File: src/rtl/bb_seg7_codes.sv
// Shared 7-segment code table (bit 0 = top ... bit 6 = middle) used by both the
// LCD encoder and the loopback decoder so the two can never disagree.
package bb_seg7_codes;

    localparam logic [6:0] SEG_0   = 7'h3F;
    localparam logic [6:0] SEG_1   = 7'h06;
    localparam logic [6:0] SEG_2   = 7'h5B;
    localparam logic [6:0] SEG_3   = 7'h4F;
    localparam logic [6:0] SEG_4   = 7'h66;
    localparam logic [6:0] SEG_5   = 7'h6D;
    localparam logic [6:0] SEG_6   = 7'h7D;
    localparam logic [6:0] SEG_7   = 7'h07;
    localparam logic [6:0] SEG_8   = 7'h7F;
    localparam logic [6:0] SEG_9   = 7'h6F;
    localparam logic [6:0] SEG_ERR = 7'h39;

    typedef enum logic [1:0] {
        ST_IDLE,
        ST_SETTLE,
        ST_SAMPLE
    } rx_state_t;

    // Non-BCD inputs render as the error glyph.
    function automatic logic [6:0] seg7_encode(input logic [3:0] bcd);
        case (bcd)
            4'd0:    return SEG_0;
            4'd1:    return SEG_1;
            4'd2:    return SEG_2;
            4'd3:    return SEG_3;
            4'd4:    return SEG_4;
            4'd5:    return SEG_5;
            4'd6:    return SEG_6;
            4'd7:    return SEG_7;
            4'd8:    return SEG_8;
            4'd9:    return SEG_9;
            default: return SEG_ERR;
        endcase
    endfunction

endpackage

File: src/rtl/bb_seg7_to_bcd.sv
// Inverse of seg7_encode: exact-match lookup of a segment pattern to a BCD digit.
module bb_seg7_to_bcd
    import bb_seg7_codes::*;
(
    input  logic [6:0] seg,
    output logic [3:0] bcd,
    output logic       bad
);

    always_comb begin
        bcd = 4'd0;
        bad = 1'b1;
        for (int i = 0; i < 10; i++) begin
            if (seg == seg7_encode(4'(i))) begin
                bcd = 4'(i);
                bad = 1'b0;
            end
        end
    end

endmodule

File: src/rtl/bb_lcd_seg_rx.sv
// Loopback monitor for the AC-driven 7-segment LCD: demodulates segments against
// com, checks DC balance over a com=0/com=1 frame and debounces the decoded digit.
module bb_lcd_seg_rx
    import bb_seg7_codes::*;
#(
    parameter int SETTLE        = 16,
    parameter int STABLE_FRAMES = 2,
    parameter int TIMEOUT       = 65535
) (
    input  logic       clk,
    input  logic       nrst,
    input  logic       lcdcom,
    input  logic [6:0] lcdseg,
    output logic [3:0] digit,
    output logic       digit_valid,
    output logic       update,
    output logic [6:0] seg_raw,
    output logic       err_pattern,
    output logic       err_dc,
    output logic       com_lost
);

    logic [1:0]  com_ff;
    logic [6:0]  seg_ff1, seg_ff2;
    logic        com_prev;
    rx_state_t   state;
    logic [15:0] settle_cnt;
    logic [15:0] to_cnt;
    logic [3:0]  stab_cnt, stab_next;
    logic [3:0]  last_val;
    logic [6:0]  demod0;
    logic        pending;

    logic        com_sync, com_edge, lost_evt, frame_bad, dec_bad;
    logic [6:0]  demod;
    logic [3:0]  dec_bcd;

    assign com_sync  = com_ff[1];
    assign com_edge  = com_sync ^ com_prev;
    assign demod     = seg_ff2 ^ {7{com_sync}};
    assign lost_evt  = !com_edge && (to_cnt == 16'(TIMEOUT - 1));
    assign frame_bad = dec_bad || (demod0 != demod);

    bb_seg7_to_bcd u_dec (
        .seg (demod),
        .bcd (dec_bcd),
        .bad (dec_bad)
    );

    // Run length of identical good frames, restarting at 1 on a new value.
    always_comb begin
        stab_next = 4'd1;
        if (stab_cnt != 4'd0 && dec_bcd == last_val)
            stab_next = (stab_cnt == 4'hF) ? stab_cnt : stab_cnt + 4'd1;
    end

    always_ff @(posedge clk) begin
        if (!nrst) begin
            com_ff      <= '0;
            seg_ff1     <= '0;
            seg_ff2     <= '0;
            com_prev    <= 1'b0;
            state       <= ST_IDLE;
            settle_cnt  <= '0;
            to_cnt      <= '0;
            stab_cnt    <= '0;
            last_val    <= '0;
            demod0      <= '0;
            pending     <= 1'b0;
            digit       <= '0;
            digit_valid <= 1'b0;
            update      <= 1'b0;
            seg_raw     <= '0;
            err_pattern <= 1'b0;
            err_dc      <= 1'b0;
            com_lost    <= 1'b0;
        end else begin
            com_ff   <= {com_ff[0], lcdcom};
            seg_ff1  <= lcdseg;
            seg_ff2  <= seg_ff1;
            com_prev <= com_sync;
            update   <= 1'b0;

            if (com_edge) begin
                to_cnt   <= '0;
                com_lost <= 1'b0;
            end else if (to_cnt != 16'(TIMEOUT)) begin
                to_cnt <= to_cnt + 16'd1;
            end

            case (state)
                ST_IDLE: begin
                    if (com_edge) begin
                        state      <= ST_SETTLE;
                        settle_cnt <= '0;
                    end
                end
                ST_SETTLE: begin
                    // A glitch on com means the phase is unreliable: drop it entirely.
                    if (com_edge) begin
                        settle_cnt <= '0;
                        pending    <= 1'b0;
                    end else if (settle_cnt == 16'(SETTLE - 1)) begin
                        state <= ST_SAMPLE;
                    end else begin
                        settle_cnt <= settle_cnt + 16'd1;
                    end
                end
                ST_SAMPLE: begin
                    state      <= com_edge ? ST_SETTLE : ST_IDLE;
                    settle_cnt <= '0;
                    if (!com_sync) begin
                        demod0  <= demod;
                        pending <= 1'b1;
                    end else if (pending && !lost_evt) begin
                        pending     <= 1'b0;
                        seg_raw     <= demod;
                        err_dc      <= (demod0 != demod);
                        err_pattern <= dec_bad;
                        if (frame_bad) begin
                            stab_cnt    <= '0;
                            digit_valid <= 1'b0;
                        end else begin
                            stab_cnt <= stab_next;
                            last_val <= dec_bcd;
                            if (stab_next >= 4'(STABLE_FRAMES)) begin
                                digit       <= dec_bcd;
                                digit_valid <= 1'b1;
                                update      <= (dec_bcd != digit) || !digit_valid;
                            end
                        end
                    end
                end
                default: state <= ST_IDLE;
            endcase

            if (lost_evt) begin
                com_lost    <= 1'b1;
                digit_valid <= 1'b0;
                stab_cnt    <= '0;
                pending     <= 1'b0;
            end
        end
    end

endmodule

File: config.mk
export PLATFORM = sky130hd
export DESIGN_NAME = bb_lcd_seg_rx
export DESIGN_NICKNAME = d
export VERILOG_FILES = /design/src/rtl/bb_seg7_codes.sv /design/src/rtl/bb_seg7_to_bcd.sv /design/src/rtl/bb_lcd_seg_rx.sv
export SDC_FILE = /design/constraint.sdc
export NUM_CORES = 1
export LEC_CHECK = 0
export BUFFER_PORTS_ARGS = -buffer_cell sky130_fd_sc_hd__buf_2
export CELL_PAD_IN_SITES_DETAIL_PLACEMENT = 0
export CELL_PAD_IN_SITES_GLOBAL_PLACEMENT = 2
export CORE_MARGIN = 5
export CORE_UTILIZATION = 38
export DETAILED_ROUTE_END_ITERATION = 12
export GPL_TIMING_DRIVEN = 0
export PLACE_DENSITY_LB_ADDON = 0.1
export SLEW_MARGIN = 10
export SYNTH_ARGS = -nofsm -noshare
export SYNTH_HDL_FRONTEND = slang
export SYNTH_SLANG_ARGS = --single-unit
File: constraint.sdc
create_clock -name clk -period 5 [get_ports clk]
set_clock_uncertainty 0.2 [all_clocks]
set_input_delay 0.5 -clock clk [delete_from_list [all_inputs] [get_ports clk]]
set_output_delay 0.5 -clock clk [all_outputs]
set_load 0.03 [all_outputs]
==> results of run 1 <==
[cells in the mapped netlist, drive strengths merged, types with 5 or more instances]
| library cell | count |
|---|---|
| dfxtp | 83 |
| nor2 | 62 |
| nand2 | 38 |
| and2 | 22 |
| xor2 | 21 |
| a21oi | 18 |
| xnor2 | 16 |
| clkbuf | 15 |
| nand3 | 15 |
| mux2i | 14 |
| o21ai | 14 |
| inv | 13 |
| a211oi | 11 |
| nor4 | 10 |
| nand4 | 9 |
| and3 | 8 |
| buf | 8 |
| nor3 | 8 |
| or3 | 7 |
| ha | 5 |
| or2 | 5 |
[power by group]
part	internal [mW]	total (mW)	switching, mW
Combinational	0.0283	0.0820	0.0537
Clock	0.333	0.592	0.259
Sequential	0.671	0.678	0.00753
Total	1.03	1.35	0.320
[routing by layer]
metal | vias up | GRT usage (%) | share of wire, %
li1 | 1729 | - | -
met1 | 1573 | 20.1 | 50
met2 | 51 | 24.0 | 46
met3 | 14 | 2.89 | 3.0
met4 | 0 | 4.33 | 1.5
met5 | - | 0 | 0
[cell type report]
| type | instances | area (um2) |
|---|---|---|
| plain buffers | 23 | 104 |
| inverters | 13 | 48.8 |
| repair buffers | 25 | 125 |
| flip-flops and latches | 83 | 1660 |
| well taps | 136 | 170 |
| fillers | 1050 | 5780 |
| clock inverters | 6 | 114 |
| multi-input cells | 346 | 2240 |
| clock buffers | 10 | 128 |
[per-stage QoR]
| stage | utilization (%) | setup WS [ns] |
|---|---|---|
| after global routing | 44.2 | 1.40 |
| after global placement | 41.9 | 1.67 |
| after CTS | 44.2 | 1.65 |
| after floorplan | - | 2.23 |
| after detailed placement | 41.9 | 1.68 |
| final | 44.2 | 1.64 |
[state kept, by name (all words and copies together), names as in the netlist, 2 cells and up]
| name | cells |
|---|---|
| settle_cnt | 16 |
| to_cnt | 16 |
| demod0 | 7 |
| seg_ff1 | 7 |
| seg_ff2 | 7 |
| seg_raw | 7 |
| digit | 4 |
| last_val | 4 |
| stab_cnt | 4 |
| com_ff | 2 |
| state | 2 |
[worst reg2reg max path, stage by stage, from the launching register on]
cell	delay (ns)
dfxtp_1	0.37
buf_2	0.25
xor2_1	0.49
or4_1	0.31
nor2b_1	0.15
clkbuf_1	0.43
o211ai_4	0.27
nor4_4	0.56
o311a_1	0.26
[logic make-up (layout without fill, tap and decap cells)]
| logic type | count (synthesis) | after routing | synth area share, % |
|---|---|---|---|
| buffers and inverters | 36 | 77 | 3.77 |
| muxes | 14 | 14 | 3.46 |
| adders and majority gates | 5 | 5 | 1.54 |
| DFF | 83 | 83 | 41.0 |
| AOI/OAI and AO/OA | 83 | 83 | 15.6 |
| xor gates and xnor gates | 37 | 37 | 8.19 |
| and+or+nand+nor | 207 | 207 | 26.4 |
[final timing paths]
path	to	slack, ns	cells after the start
setup / recovery	update	1.64	8
hold / removal	seg_ff1[0]	0.16	2
setup reg to reg	update	1.64	8
hold reg to reg	com_ff[1]	0.24	1
==> reports/metrics.yaml, run 1 <==
status: "completed"
antenna_found_initial: 0
tightest_slew_ns: 0.751
synth_edf_count: 0
syn_nets: 480
io_buffers: 25
hold_class: "in -> reg"
irDropWorstVdd_mv: 0.144
tns_ns: 0
p_leak_nw: 1.68
clock_latency_ns: 0.35
crit_family: "simple AND/OR/NAND/NOR gates"
cp_slowest_cell: "nor4_4"
final-setup-viol-count: 0
fmax_mhz: 298
synth_seq_cells: 83
ys_warn_count: 0
hold_path_startpoint: "lcdseg[0]"
crit_arrival_ns: 3.44
cts.sinks: 83
io_pins: 26
synth_area_mm2: 0.00405
grt_pass1_wl_um: 15700
final_common_cell: "dfxtp_1"
cts-root-buf: "clkbuf_8"
placementRows: 37
place_hpwl_um: 6800
die_width_um: 113
die-area_mm2: 0.0128
layout-drive-gt1-share_pct: 11.5
final_cell_mix: "dfxtp_1 (83), nor2_1 (62), nand2_1 (38)"
path_clk_slew_ns: 0.10
rsz0062_at_grt: "no"
wire_per_inst_um: 14.5
period_share_pct: 67.1
cts_setup_buffers: 0
synth-main-ff-cell: "dfxtp_1"
totalWireLength_um: 9300
period_minus_slack_ns: 3.36
diodes: 0
vias_per_cell: 5.24
grt_pass1_vias: 3189
worstPathCellList: "buf_2 > xor2_1 > or4_1 > nor2b_1 > clkbuf_1 > o211ai_4 > nor4_4 > o311a_1"
finalPower_mw: 1.35
yosysUniqueCellTypes: 69
end_kind: "register"
grt_overflow: 0
crit_fanout: 10
yosysSeqAreaShare_pct: 41.0
cts_buffers: 9
track_usage_pct: 14.8
hold_violations: 0
cts_buffer_depth: 2
cp-start-kind: "register"
core-area_mm2: 0.0104
dp.cells: 626
synth_largest_area_cell: "dfxtp_1"
critPathKind: "reg -> reg"
synth.top_cell.area_share_pct: 41.0
p_per_area_mw_per_mm2: 295
drv_cap: 0
areaGrowthSynthToFinish_pct: 13.3
yosys-top-cells-area: "dfxtp_1 (41%), nor2_1 (5.7%), xor2_1 (4.3%)"
vias: 3367
cpPeakStageDelay_ns: 0.56
r2r_start: "com_ff[1]"
worstPathRequired_ns: 5.09
drtPass1Iterations: 6
gp_congestion: 0.780
avgSynthCellArea_um2: 8.71
holdWs_ns: 0.158
startpoint: "com_ff[1]"
maxSlewViolCount: 0
fin_area_mm2: 0.00459
cts_hold_buffers: 0
max_slew_margin_pct: 49.6
grt_max_degree: 15
cts_max_level: 3
cts-resized-gates: 0
async_flop_share_pct: 0
placed_area_mm2: 0.00435
cts_tree: "done"
fin_nets: 516
start_util_pct: 39.1
finalNonFillerCells: 642
die_y_um: 113
drtIter0Drc: 158
drc: 0
drtAntennaViolNets: 0
cp_num_buf_inv: 2
synthCells: 465
Note: power is estimated with default switching activity, not from simulation.
==> inputs of run 2 (changes only) <==
Settings changed: CORE_UTILIZATION 38 to 37.
Clock period 5 ns to 3.3 ns, I/O delays scaled along.
==> reports/metrics.yaml, run 2 (synthesis results as in run 1) <==
status: "completed"  # unchanged
switching_share_pct: 23.9  # was 23.7%
fmax_mhz: 326  # was 298 MHz
cts_setup_buffers: 0  # unchanged
wire_per_inst_um: 14.3  # was 14.5 um
cts_tree: "done"  # unchanged
cts_buffers: 9  # unchanged
totalWireLength_um: 9380  # was 9300 um
cts_max_level: 3  # unchanged
placementRows: 38  # was 37
grt_pass1_wl_um: 16100  # was 15,700 um
end_kind: "register"  # unchanged
reg.largest.list: "settle_cnt: 16 flops, to_cnt: 16 flops"  # unchanged
reg2reg_slack_ns: 0.23  # was 1.64 ns
hold_violations: 0  # unchanged
p_per_area_mw_per_mm2: 431  # was 295 mW/mm2
tightest_slew_ns: 0.818  # was 0.751 ns
cp_slowest_cell: "nor4_4"  # unchanged
crit_arrival_ns: 3.18  # was 3.44 ns
gp_congestion: 0.767  # was 0.780
maxSlewViolCount: 0  # unchanged
final_cell_mix: "dfxtp_1 (83), nor2_1 (62), nand2_1 (38)"  # unchanged
io_buffers: 25  # unchanged
place_hpwl_um: 6790  # was 6800 um
core-area_mm2: 0.0108  # was 0.0104 mm2
cpPeakStageDelay_ns: 0.46  # was 0.56 ns
seq_power_share_pct: 51.2  # was 50.2%
areaGrowthSynthToFinish_pct: 15.0  # was 13.3%
layout-drive-gt1-share_pct: 11.9  # was 11.5%
internal-power_mw: 1.53  # was 1.03 mW
period_share_pct: 92.9  # was 67.1%
grt_overflow: 0  # unchanged
p_leak_nw: 1.73  # was 1.68 nW
irDropWorstVdd_mv: 0.217  # was 0.144 mV
path_clk_slew_ns: 0.09  # was 0.10 ns
worstPathRequired_ns: 3.41  # was 5.09 ns
cp-start-kind: "register"  # unchanged
grt_pass1_vias: 3282  # was 3,189
vias_per_cell: 5.14  # was 5.24
die-area_mm2: 0.0131  # was 0.0128 mm2
drv_cap: 0  # unchanged
fin_nets: 524  # was 516
worstPathCellList: "or3b_1 > a2111oi_1 > a221o_1 > xor2_1 > a2111o_1 > nor4_4 > o311a_1"  # was buf_2 > xor2_1 > or4_1 > nor2b_1 > clkbuf_1 > o211ai_4 > nor4_4 > o311a_1
critPathKind: "reg -> reg"  # unchanged
power_frac_comb_pct: 6.5  # was 6.1%
track_usage_pct: 15.3  # was 14.8%
drtAntennaViolNets: 0  # unchanged
rsz0062_at_grt: "no"  # unchanged
holdWs_ns: 0.177  # was 0.158 ns
dp.cells: 630  # was 626
antenna_found_initial: 0  # unchanged
finalNonFillerCells: 654  # was 642
final_common_cell: "dfxtp_1"  # unchanged
fill_cells: 1096  # was 1,050
final-setup-viol-count: 0  # unchanged
start_util_pct: 37.5  # was 39.1%
switchingPower_mw: 0.479  # was 0.320 mW
hold_class: "in -> reg"  # unchanged
drc: 0  # unchanged
io_pins: 26  # unchanged
period_minus_slack_ns: 3.07  # was 3.36 ns
cts-root-buf: "clkbuf_8"  # unchanged
grt_max_degree: 14  # was 15
drtPass1Iterations: 4  # was 6
die_width_um: 115  # was 113 um
die_y_um: 115  # was 113 um
crit_fanout: 8  # was 10
vias: 3364  # was 3,367
clkPwrFrac_pct: 42.3  # was 43.8%
cts.sinks: 83  # unchanged
clock_latency_ns: 0.37  # was 0.35 ns
drtIter0Drc: 191  # was 158
max_slew_margin_pct: 45.1  # was 49.6%
diodes: 0  # unchanged
cts_buffer_depth: 2  # unchanged
==> run 2: cell types whose count changed in the layout (fill, tap and decap cells not counted), sizes merged <==
cell	previous run	this run
bufinv	3	2
clkbuf	25	26
clkinv	1	3
clkinvlp	2	0
dlygate4sd3	0	8
==> run 2: cell type report <==
cell class,count,area [um2],share of cell area [%]
multi-input combinational,346,2240,48.0
sequential,83,1660,35.7
timing repair buffer,33,205,4.40
tap,140,175,3.76
clock buffer,11,151,3.25
buffer,23,106,2.28
clock inverter,5,75.1,1.61
inverter,13,48.8,1.05
==> run 2: what timing repair did <==
item                                   CTS  global route
resized for setup                        0             4
hold buffers                             8             0
endpoints found under the hold margin    8             0
setup endpoints to repair                0             8
==> run 2: worst paths after layout <==
check / startpoint / to / depth (start not counted)
max: seg_ff2[3] / update / 7
min: nrst / seg_raw[6] / 3
max reg2reg: seg_ff2[3] / update / 7
min reg2reg: seg_ff1[3] / seg_ff2[3] / 1
==> run 2: per-stage QoR <==
step / power (mW) / setup TNS (ns) / setup slack, ns / utilization, % / area, um2
after detailed placement: 1.18 / 0 / 0.0121 / 40.3 / 4350
after CTS: 2.04 / 0 / 0.000387 / 43.1 / 4660
after global routing: 2.10 / 0 / 0.0565 / 43.2 / 4660
after global placement: 1.18 / -0.00852 / -0.00852 / 40.3 / 4350
final: 2.01 / 0 / 0.233 / 43.2 / 4660
after floorplan: 1.14 / 0 / 0.530 / - / 4050
==> run 2: critical path: cells and delay by family, from the launching register on <==
family                    cells  cell delay [ns]
AOI/OAI and AO/OA             4             1.40
DFF                           1             0.37
and+or+nand+nor               2             0.91
xor gates and xnor gates      1             0.11
==> run 2: power groups by stage <==
| stage | combinational [mW] | sequential (mW) | clock, mW |
|---|---|---|---|
| after global placement | 0.125 | 1.05 | 0 |
| after detailed placement | 0.124 | 1.05 | 0 |
| after CTS | 0.132 | 1.03 | 0.882 |
| final | 0.131 | 1.03 | 0.849 |
| after floorplan | 0.0898 | 1.05 | 0 |
| after global routing | 0.147 | 1.03 | 0.924 |
==> run 2: routing by layer <==
| metal | wire length, um | vias up | global-route usage, % |
|---|---|---|---|
| li1 | - | 1738 | - |
| met1 | 4510 | 1567 | 19.2 |
| met2 | 4360 | 43 | 25.4 |
| met3 | 254 | 16 | 2.38 |
| met4 | 254 | 0 | 8.00 |
| met5 | 0 | - | 0 |
